==> config.mk <==
export PLATFORM = sky130hd
export DESIGN_NAME = matrix_scan_driver_flat
export DESIGN_NICKNAME = d
export VERILOG_FILES = /design/src/rtl/matrix_scan_driver_pkg.sv /design/src/rtl/matrix_scan_driver_if.sv /design/src/rtl/matrix_scan_driver_scan_timer.sv /design/src/rtl/matrix_scan_driver.sv /design/src/flat_wrapper.sv
export SDC_FILE = /design/constraint.sdc
export NUM_CORES = 1
export LEC_CHECK = 0
export BUFFER_PORTS_ARGS = -buffer_cell sky130_fd_sc_hd__buf_2
export CORE_ASPECT_RATIO = 0.75
export CORE_MARGIN = 2
export CORE_UTILIZATION = 52
export CTS_CLUSTER_DIAMETER = 60
export DETAILED_ROUTE_END_ITERATION = 8
export GPL_ROUTABILITY_DRIVEN = 0
export PLACE_DENSITY = 0.76
export SYNTH_ARGS = -nofsm -noshare
export SYNTH_HDL_FRONTEND = slang
export SYNTH_SLANG_ARGS = --single-unit
==> constraint.sdc <==
create_clock -name clock -period 2.1 [get_ports clock]
set_input_delay 0.105 -clock clock [delete_from_list [all_inputs] [get_ports clock]]
set_output_delay 0.105 -clock clock [all_outputs]
set_load 0.01 [all_outputs]
==> src/rtl/matrix_scan_driver_pkg.sv <==
// Shared definitions for the LED matrix column scanner.
// Holds the matrix geometry, FSM state encoding and the column one-hot helper.
package matrix_scan_driver_pkg;

  localparam int unsigned NumCols = 5;   // physical columns
  localparam int unsigned RowW    = 7;   // rows per column
  localparam int unsigned ColW    = 3;   // width of the column index
  localparam int unsigned CntW    = 16;  // prescale / frame counter width

  // Scan starts at the highest column and walks down to 0.
  localparam logic [ColW-1:0] ColFirst = ColW'(NumCols - 1);

  typedef logic [RowW-1:0] row_t;

  typedef enum logic [1:0] {
    StIdle,
    StBlank,
    StShow
  } scan_state_e;

  function automatic logic [NumCols-1:0] col_onehot(input logic [ColW-1:0] col);
    return NumCols'(1) << col;
  endfunction

endpackage

==> src/rtl/matrix_scan_driver_if.sv <==
// Bundle of the scanner's data-side signals.
//   enable              scan run request
//   column_4..column_0  column images (bit n drives row n)
//   row_out             active-high row drive for the selected column
//   col_sel             one-hot column select
//   selector            alternate-display select (1 = state image, 0 = water level)
//   frame_done          single-cycle pulse at the end of each complete frame
// slave: the scanner; master: whoever supplies images and consumes the drive.
interface matrix_scan_driver_if;
  import matrix_scan_driver_pkg::*;

  logic                 enable;
  row_t                 column_0;
  row_t                 column_1;
  row_t                 column_2;
  row_t                 column_3;
  row_t                 column_4;
  row_t                 row_out;
  logic [NumCols-1:0]   col_sel;
  logic                 selector;
  logic                 frame_done;

  modport slave (
    input  enable, column_0, column_1, column_2, column_3, column_4,
    output row_out, col_sel, selector, frame_done
  );

  modport master (
    output enable, column_0, column_1, column_2, column_3, column_4,
    input  row_out, col_sel, selector, frame_done
  );

endinterface

==> src/rtl/matrix_scan_driver_scan_timer.sv <==
// Prescale and frame counting for the column scanner.
//   clock, reset_n     system clock, asynchronous active-low reset
//   run_i              scan enable; low clears the frame counter
//   show_i             scanner is in SHOW this cycle
//   show_next_i        scanner will be in SHOW next cycle
//   last_col_next_i    column index next cycle is 0
//   slot_end_o         registered: this cycle is the last SHOW cycle of a slot
//   frame_end_o        registered: this cycle is the last SHOW cycle of column 0
//   alt_toggle_o       the selector must invert on the coming edge
module matrix_scan_driver_scan_timer
  import matrix_scan_driver_pkg::*;
#(
  parameter int unsigned SCAN_DIV   = 4,
  parameter int unsigned ALT_FRAMES = 2
) (
  input  logic clock,
  input  logic reset_n,
  input  logic run_i,
  input  logic show_i,
  input  logic show_next_i,
  input  logic last_col_next_i,
  output logic slot_end_o,
  output logic frame_end_o,
  output logic alt_toggle_o
);

  logic [CntW-1:0] pre_q, pre_d;
  logic [CntW-1:0] frame_q, frame_d;
  logic            slot_end_q, slot_end_d;
  logic            frame_end_q, frame_end_d;
  logic            frame_wrap;

  // Prescale counts SHOW cycles only; it restarts at 0 on every entry to SHOW.
  always_comb begin
    pre_d = '0;
    if (show_next_i && show_i) begin
      pre_d = pre_q + CntW'(1);
    end
    // Strobes are computed one cycle early so they can be registered outputs.
    slot_end_d  = show_next_i && (pre_d == CntW'(SCAN_DIV - 2));
    frame_end_d = slot_end_d && last_col_next_i;
  end

  assign frame_wrap = frame_q == CntW'(ALT_FRAMES - 1);

  always_comb begin
    frame_d = frame_q;
    if (!run_i) begin
      frame_d = '0;
    end else if (frame_end_q) begin
      frame_d = frame_wrap ? '0 : frame_q + CntW'(1);
    end
  end

  always_ff @(posedge clock or negedge reset_n) begin
    if (!reset_n) begin
      pre_q       <= '0;
      frame_q     <= '0;
      slot_end_q  <= 1'b0;
      frame_end_q <= 1'b0;
    end else begin
      pre_q       <= pre_d;
      frame_q     <= frame_d;
      slot_end_q  <= slot_end_d;
      frame_end_q <= frame_end_d;
    end
  end

  assign slot_end_o   = slot_end_q;
  assign frame_end_o  = frame_end_q;
  assign alt_toggle_o = run_i && frame_end_q && frame_wrap;

endmodule

==> src/rtl/matrix_scan_driver.sv <==
// Five-column LED matrix scanner with frame snapshot and alternate-display select.
// Each column slot is one blank cycle followed by SCAN_DIV-1 lit cycles; columns
// are scanned 4..0 from a buffer captured only at frame boundaries.
//   clock, reset_n   system clock, asynchronous active-low reset
//   bus (slave)      enable, column_4..0 in; row_out, col_sel, selector, frame_done out
module matrix_scan_driver
  import matrix_scan_driver_pkg::*;
#(
  parameter int unsigned SCAN_DIV   = 4,
  parameter int unsigned ALT_FRAMES = 2
) (
  input  logic                 clock,
  input  logic                 reset_n,
  matrix_scan_driver_if.slave  bus
);

  scan_state_e        state_q, state_d;
  logic [ColW-1:0]    col_q, col_d;
  row_t               buf_q [NumCols];
  row_t               buf_d [NumCols];
  row_t               cols_in [NumCols];
  logic               capture;
  row_t               row_out_q;
  logic [NumCols-1:0] col_sel_q;
  logic               selector_q;
  logic               slot_end, frame_end, alt_toggle;

  always_comb begin
    cols_in[0] = bus.column_0;
    cols_in[1] = bus.column_1;
    cols_in[2] = bus.column_2;
    cols_in[3] = bus.column_3;
    cols_in[4] = bus.column_4;
  end

  always_comb begin
    state_d = state_q;
    col_d   = col_q;
    capture = 1'b0;
    unique case (state_q)
      StIdle: begin
        if (bus.enable) begin
          state_d = StBlank;
          col_d   = ColFirst;
          capture = 1'b1;
        end
      end
      StBlank: begin
        if (!bus.enable) begin
          state_d = StIdle;
          col_d   = ColFirst;
        end else begin
          state_d = StShow;
        end
      end
      StShow: begin
        if (!bus.enable) begin
          state_d = StIdle;
          col_d   = ColFirst;
        end else if (slot_end) begin
          state_d = StBlank;
          if (col_q == '0) begin
            col_d   = ColFirst;
            capture = 1'b1;
          end else begin
            col_d = col_q - ColW'(1);
          end
        end
      end
      default: begin
        state_d = StIdle;
        col_d   = ColFirst;
      end
    endcase
  end

  always_comb begin
    for (int i = 0; i < NumCols; i++) begin
      buf_d[i] = capture ? cols_in[i] : buf_q[i];
    end
  end

  matrix_scan_driver_scan_timer #(
    .SCAN_DIV   (SCAN_DIV),
    .ALT_FRAMES (ALT_FRAMES)
  ) scan_timer (
    .clock           (clock),
    .reset_n         (reset_n),
    .run_i           (bus.enable),
    .show_i          (state_q == StShow),
    .show_next_i     (state_d == StShow),
    .last_col_next_i (col_d == '0),
    .slot_end_o      (slot_end),
    .frame_end_o     (frame_end),
    .alt_toggle_o    (alt_toggle)
  );

  // Outputs are registered from next-state values so they line up with state_q.
  always_ff @(posedge clock or negedge reset_n) begin
    if (!reset_n) begin
      state_q    <= StIdle;
      col_q      <= ColFirst;
      row_out_q  <= '0;
      col_sel_q  <= '0;
      selector_q <= 1'b1;
      for (int i = 0; i < NumCols; i++) begin
        buf_q[i] <= '0;
      end
    end else begin
      state_q   <= state_d;
      col_q     <= col_d;
      row_out_q <= (state_d == StShow) ? buf_d[col_d] : '0;
      col_sel_q <= (state_d != StIdle) ? col_onehot(col_d) : '0;
      if (alt_toggle) begin
        selector_q <= ~selector_q;
      end
      for (int i = 0; i < NumCols; i++) begin
        buf_q[i] <= buf_d[i];
      end
    end
  end

  assign bus.row_out    = row_out_q;
  assign bus.col_sel    = col_sel_q;
  assign bus.selector   = selector_q;
  assign bus.frame_done = frame_end;

endmodule

==> src/flat_wrapper.sv <==
// flat-port wrapper written by rule: the top's interface ports become plain ports
module matrix_scan_driver_flat import matrix_scan_driver_pkg::*;
#(
  parameter int unsigned SCAN_DIV   = 4,
  parameter int unsigned ALT_FRAMES = 2
)
  (clock, reset_n, bus_enable, bus_column_0, bus_column_1, bus_column_2, bus_column_3, bus_column_4, bus_row_out, bus_col_sel, bus_selector, bus_frame_done);
  matrix_scan_driver_if bus_i ();
  input  logic clock;
  input  logic reset_n;
  input wire logic [$bits(bus_i.enable)-1:0] bus_enable;
  input wire logic [$bits(bus_i.column_0)-1:0] bus_column_0;
  input wire logic [$bits(bus_i.column_1)-1:0] bus_column_1;
  input wire logic [$bits(bus_i.column_2)-1:0] bus_column_2;
  input wire logic [$bits(bus_i.column_3)-1:0] bus_column_3;
  input wire logic [$bits(bus_i.column_4)-1:0] bus_column_4;
  output wire logic [$bits(bus_i.row_out)-1:0] bus_row_out;
  output wire logic [$bits(bus_i.col_sel)-1:0] bus_col_sel;
  output wire logic [$bits(bus_i.selector)-1:0] bus_selector;
  output wire logic [$bits(bus_i.frame_done)-1:0] bus_frame_done;
  assign bus_i.enable = bus_enable;
  assign bus_i.column_0 = bus_column_0;
  assign bus_i.column_1 = bus_column_1;
  assign bus_i.column_2 = bus_column_2;
  assign bus_i.column_3 = bus_column_3;
  assign bus_i.column_4 = bus_column_4;
  assign bus_row_out = bus_i.row_out;
  assign bus_col_sel = bus_i.col_sel;
  assign bus_selector = bus_i.selector;
  assign bus_frame_done = bus_i.frame_done;
  matrix_scan_driver #(.SCAN_DIV(SCAN_DIV), .ALT_FRAMES(ALT_FRAMES)) u_core (.clock(clock), .reset_n(reset_n), .bus(bus_i));
endmodule
# Word-level counts from Yosys, hierarchy flattened
# Cells that the tools add are included.
[totals]
register_bits = 87
latchBits = 0
input_bits = 38
memories = 0
wordCells = 66
out_inout_bits = 14
ramBits = 0
rom_bits = 0
[classes]
n_reduce_logical = 9
n_bitwise = 2
order_cmp = 1
shift = 1
eq_ne = 6
div = 0
multipliers = 0
n_addsub = 3
muxes = 30
[op_table]
columns = ["operator", "n"]
rows = [
  ["$mux 16", 4],
  ["$mux 7", 8],
  ["$add 16x1->16 const B", 2],
  ["$bmux 7 s3", 1],
  ["$eq 16x1->1 const B", 1],
  ["$eq 16x2->1 const B", 1],
  ["$mux 3", 5],
  ["$pmux 3 s3", 1],
  ["$mux 2", 4],
  ["$logic_not 3->1", 2],
  ["$pmux 2 s3", 1],
  ["$logic_and 1x1->1", 5],
  ["$mux 5", 1],
  ["$shl 1x3->5 const A", 1],
  ["$eq 2x2->1 const B", 2],
  ["$ge 4x4->1 const B", 1],
  ["$mux 1", 4],
  ["$not 3->4", 1],
  ["$sub 3x1->3 const B", 1],
  ["$eq 2x1->1 const B", 1],
  ["$logic_not 2->1", 1],
  ["$ne 2x1->1 const B", 1],
  ["$pmux 1 s2", 1],
  ["$reduce_bool 2->1", 1],
  ["$not 1->1", 1],
]

# Logic depth before layout (Yosys ltp)
[depth]
word_depth = 10
mapped_depth = 9
depth_no_buf = 8

# Hierarchy
# From an unflattened synthesis, not the netlist that was laid out.
[unflattened]
cells_unflattened = 386
area_unflattened_um2 = 4166.5
[modules_own_cells]
columns = ["mod", "cells_per_inst", "area_per_inst_um2", "n_inst"]
rows = [
  ["matrix_scan_driver", 192, 2366.0, 1],
  ["matrix_scan_driver_scan_timer", 194, 1800.5, 1],
]

# Worst setup path before layout
# No wires, ideal clock.
[synth_path]
path_kind = "register -> register"
from = "register u_core.scan_timer.pre_q[2]"
to = "register u_core.scan_timer.frame_end_q, in the netlist u_core.scan_timer.frame_end_o"
arrival_time_ns = 2.013
stages_incl_launch_ff = 7
setup_ns = 0.101
setup_slack_ns = -0.014
cell_sequence = "dfrtp_1 > nand4_4 > nor4_1 > xnor2_1 > nor2_1 > or4_4 > nor4_1"
[synth_between]
elab_chain_cells = 5
[synth_lines]
columns = ["element", "line", "source"]
rows = [
  ["from (decl)", "matrix_scan_driver_scan_timer.sv:27", "logic [CntW-1:0] pre_q, pre_d;"],
  ["from (signal assigned)", "matrix_scan_driver_scan_timer.sv:62", "pre_q <= pre_d;"],
  ["$add 16x1->16", "matrix_scan_driver_scan_timer.sv:37", "pre_d = pre_q + CntW'(1);"],
  ["$mux 16", "matrix_scan_driver_scan_timer.sv:36", "if (show_next_i && show_i) begin"],
  ["named net u_core.scan_timer.pre_d[13]", "matrix_scan_driver_scan_timer.sv:27", ""],
  ["$eq 16x2->1", "matrix_scan_driver_scan_timer.sv:40", "slot_end_d = show_next_i && (pre_d == CntW'(SCAN_DIV - 2));"],
  ["$logic_and 1x1->1", "matrix_scan_driver_scan_timer.sv:40", ""],
  ["$logic_and 1x1->1", "matrix_scan_driver_scan_timer.sv:41", "frame_end_d = slot_end_d && last_col_next_i;"],
  ["named net u_core.scan_timer.frame_end_d", "matrix_scan_driver_scan_timer.sv:30", "logic frame_end_q, frame_end_d;"],
  ["to (signal assigned)", "matrix_scan_driver_scan_timer.sv:65", "frame_end_q <= frame_end_d;"],
  ["to (decl)", "matrix_scan_driver_scan_timer.sv:30", ""],
]
# The timed path passes the listed nets, and every way through them passes these cells.
# A chain may end at the register's enable or synchronous reset.

# Worst setup path in the final report
[layout_path]
from = "register u_core.col_q[2]"
to = "register u_core.row_out_q[1], in the netlist u_core.bus.row_out[1]"
[layout_between]
elab_chain_cells = 10
elab_cells_between_ends = 22
[layout_lines]
columns = ["element", "line", "source"]
rows = [
  ["from (decl)", "matrix_scan_driver.sv:18", "logic [ColW-1:0] col_q, col_d;"],
  ["from (signal assigned)", "matrix_scan_driver.sv:102", "col_q <= ColFirst;"],
  ["from (signal assigned)", "matrix_scan_driver.sv:111", "col_q <= col_d;"],
  ["$sub 3x1->3 or $logic_not 3->1 (tied branches)", "matrix_scan_driver.sv:66, matrix_scan_driver.sv:62", ""],
  ["$mux 3 or $mux 1 (tied branches)", "matrix_scan_driver.sv:62", "if (col_q == '0) begin"],
  ["$mux 3 or $mux 1 (tied branches)", "matrix_scan_driver.sv:60", "end else if (slot_end) begin"],
  ["$mux 3 or $mux 1 (tied branches)", "matrix_scan_driver.sv:57", "if (!bus.enable) begin"],
  ["$pmux 3 s3 or $pmux 1 s2 (tied branches)", "matrix_scan_driver.sv:40", "unique case (state_q)"],
  ["$not 3->4 (not written as such) or $mux 7 (tied branches)", "matrix_scan_driver.sv:112, matrix_scan_driver.sv:79", ""],
  ["$bmux 7 s3 (*)", "matrix_scan_driver.sv:112", "row_out_q <= (state_d == StShow) ? buf_d[col_d] : '0;"],
  ["$mux 7 (not written as such) (*) (2 in series)", "matrix_scan_driver.sv:112", ""],
  ["$mux 7 (*)", "matrix_scan_driver.sv:112", ""],
  ["to (signal assigned)", "matrix_scan_driver.sv:112", ""],
  ["to (decl)", "matrix_scan_driver.sv:23", "row_t row_out_q;"],
]
# Every way passes the cells marked *; elsewhere a longest branch is shown, timed or not. The select of a mux whose other input is x is not followed.

==> run summary <==
CP Class = reg -> reg
Worst Path Max Fanout = 7
clk_skew = 0.005413 ns
FF+latch area = 0.002183 mm²
largest net degree at the start of global routing = 88
Clock Tree Buf Depth = 2
Worst Path Arrival = 2.39 ns
post-route DRC violation count = 0
syn avg cell area = 10.82 µm²
Hold Vio Cnt, Final = 0
number of flops mapped to enable cells by yosys = 0
period utilisation layout = 102.7%
first-pass GRT wire length = 16460 µm
DRT iter0 DRCs = 335
starting density of the core = 53.17%
net count after synthesis = 425
placed cell area = 0.004786 mm²
worst vdd ir = 0.4269 mV
most frequent cells in the layout = dfrtp_1, buf_2, mux2_2
RSZ-0062 raised after global routing = yes
CTS clk-pin slew, worst paths = 0.09 ns
initial antenna violation count = 0
share of cells above drive strength 1 = 36.47%
Leak Pwr = 0.002490 µW
fmax = 463.6 MHz
max cap viols = 0
# port buffers = 51
total power = 3954 µW
FF-to-FF path depth = 7
GRT met1 Usage = 31.62%
Netlist cell types = 45
sequential area share after synthesis = 52.47%
Syn Std Cell Area = 0.004154 mm²
grt met3 use = 5.698%
Die Height = 81.41 µm
GRT Total Usage = 24.51%
Sink Count = 87
FILL cells = 509
Setup crit end kind = register
Most used DFF post-synth = dfrtp_1
vias post-DR = 3627
worst slew pin tran = 0.5264 ns
Die X = 107.2 µm
crit start category = register
outcome = finished with violations
Vias/cell = 5.794
Slew HR = 64.71%
min cycle time layout = 2.157 ns
worst setup margin = -0.05720 ns
Syn Inst Count = 384
Final setup viols = 1
busiest grt layer = met2
Core ar. = 0.007812 mm²
vias in the first global route = 3482
H-tree level count = 3
n_diodes = 0
drt pass-1 iters = 5
worst hold path class = in -> reg
Non-Filler Instances = 626
P per Cell Area = 701.2 mW/mm²
routed len/inst = 18.20 µm
worst skew pair latency = 0.37 ns
CP required = 2.33 ns
final WL = 11400 µm
I/O Pins = 52
post-route cell area = 0.005639 mm²
GR Util met2 = 40.76%
Ys Warns = 0
row cnt = 28
Num CTS Buffers = 9
share of synthesized registers carrying an async set or reset = 100.0%
final core utilization = 72.18%
leading cell type in the layout, fill and taps excluded = dfrtp_1
total gr overflow = 0
area growth from synthesis to layout = 35.75%
Die Area = 0.008727 mm²
Hold Path Cell Cnt = 3
nets = 557
detailed placement HPWL = 6534 µm
area of the multi-input gates = 0.002004 mm²
Seq cells post-synth = 87
CTS tree = done
# placed instances = 559
CTS root buf = clkbuf_8
Max Slew Vio Count = 0
failing checks = setup timing
post-route ant nets = 0
## metal layers
layer	part of all wire [%]	up-vias
met4	2.0	0
li1	-	1667
met2	49	134
met1	43	1799
met3	5.6	27
met5	0	-
## worst paths after layout
path	slack, ns	start	end
worst max-delay path	-0.06	u_core.col_q[2]	u_core.bus.row_out[1]
worst max register to register	-0.06	u_core.col_q[2]	u_core.bus.row_out[1]
max in group asynchronous	1.41	reset_n	u_core.state_q[1]
worst min register to register	0.51	u_core.buf_q[3]	u_core.buf_q[3]
min in group asynchronous	0.30	reset_n	u_core.scan_timer.pre_q[9]
worst min-delay path	0.10	bus_enable	u_core.scan_timer.frame_q[11]
## repair_timing
item,4_1_cts,5_1_grt
endpoints found under the hold margin,120,0
pin swaps,0,4
gates cloned,0,2
hold buffers,36,0
buffers inserted,3,10
setup endpoints to repair,9,17
gates resized for setup,5,30
## per-stage QoR
step / setup slack, ns / setup TNS, ns / hold slack [ns]
5_1_grt: -0.1999 / -0.8265 / 0.09901
6_report: -0.05720 / -0.05720 / 0.1006
3_5_place_dp: -0.09070 / -0.1785 / 0.1843
4_1_cts: 0.01241 / 0 / 0.08429
3_3_place_gp: -0.02278 / -0.02278 / 0.1783
2_1_floorplan: 0.03177 / 0 / -0.1906
## area by class of cell
cell class,instances,area share (%)
Inverter,9,0.6878
Tap cell,105,2.330
Sequential cell,87,38.72
Multi-Input combinational cell,274,35.54
Clock inverter,6,2.041
Timing Repair inverter,1,0.08875
Clock buffer,10,2.263
Timing Repair Buffer,134,18.33
## where the power goes
group | total [µW] | switching (µW) | internal, µW
sequential | 1960 | 103 | 1850
clock | 1440 | 635 | 802
combinational | 562 | 247 | 315
## cells in the mapped netlist (all sizes together), types with 3 or more instances
| library cell | number | area [µm²] |
|---|---|---|
| o21ai | 32 | 160.2 |
| nand4 | 16 | 115.1 |
| nand3 | 22 | 110.1 |
| ha | 3 | 37.54 |
| and3 | 6 | 37.54 |
| xor2 | 6 | 52.55 |
| clkbuf | 8 | 30.03 |
| o31ai | 8 | 60.06 |
| nand2 | 17 | 66.32 |
| nor2b | 8 | 50.05 |
| mux2 | 45 | 506.7 |
| nand2b | 13 | 81.33 |
| nor3 | 16 | 91.34 |
| nor4 | 8 | 50.05 |
| inv | 8 | 30.03 |
| xnor2 | 10 | 87.58 |
| or3 | 5 | 32.53 |
| nor2 | 29 | 108.9 |
| a21oi | 7 | 38.79 |
| dfrtp | 85 | 2127 |
| buf | 6 | 30.03 |
| o311ai | 6 | 52.55 |
## logic make-up after synthesis
logic type	synth area share, %
muxes	12.44
xor gates and xnor gates	3.373
AOI/OAI and AO/OA	9.217
and+or+nand+nor	19.34
adders and majority gates	0.9037
buffers and inverters	2.259
DFF	52.47
## critical path: stages (launching register included)
cell      delay, ns
dfstp_2        0.61
nor4bb_2       0.34
a21oi_1        0.08
o21a_2         0.25
clkinv_4       0.10
mux2_2         0.36
o21ai_0        0.18
nand3_1        0.10
## registers in the layout (all words and copies together) (netlist names)
name / count
u_core.buf_q: 35
u_core.bus.col_sel: 5
u_core.bus.row_out: 7
u_core.bus.selector: 1
u_core.col_q: 3
u_core.scan_timer.frame_end_o: 1
u_core.scan_timer.frame_q: 16
u_core.scan_timer.pre_q: 16
u_core.scan_timer.slot_end_o: 1
u_core.state_q: 2
(Power assumes the default switching activity.)
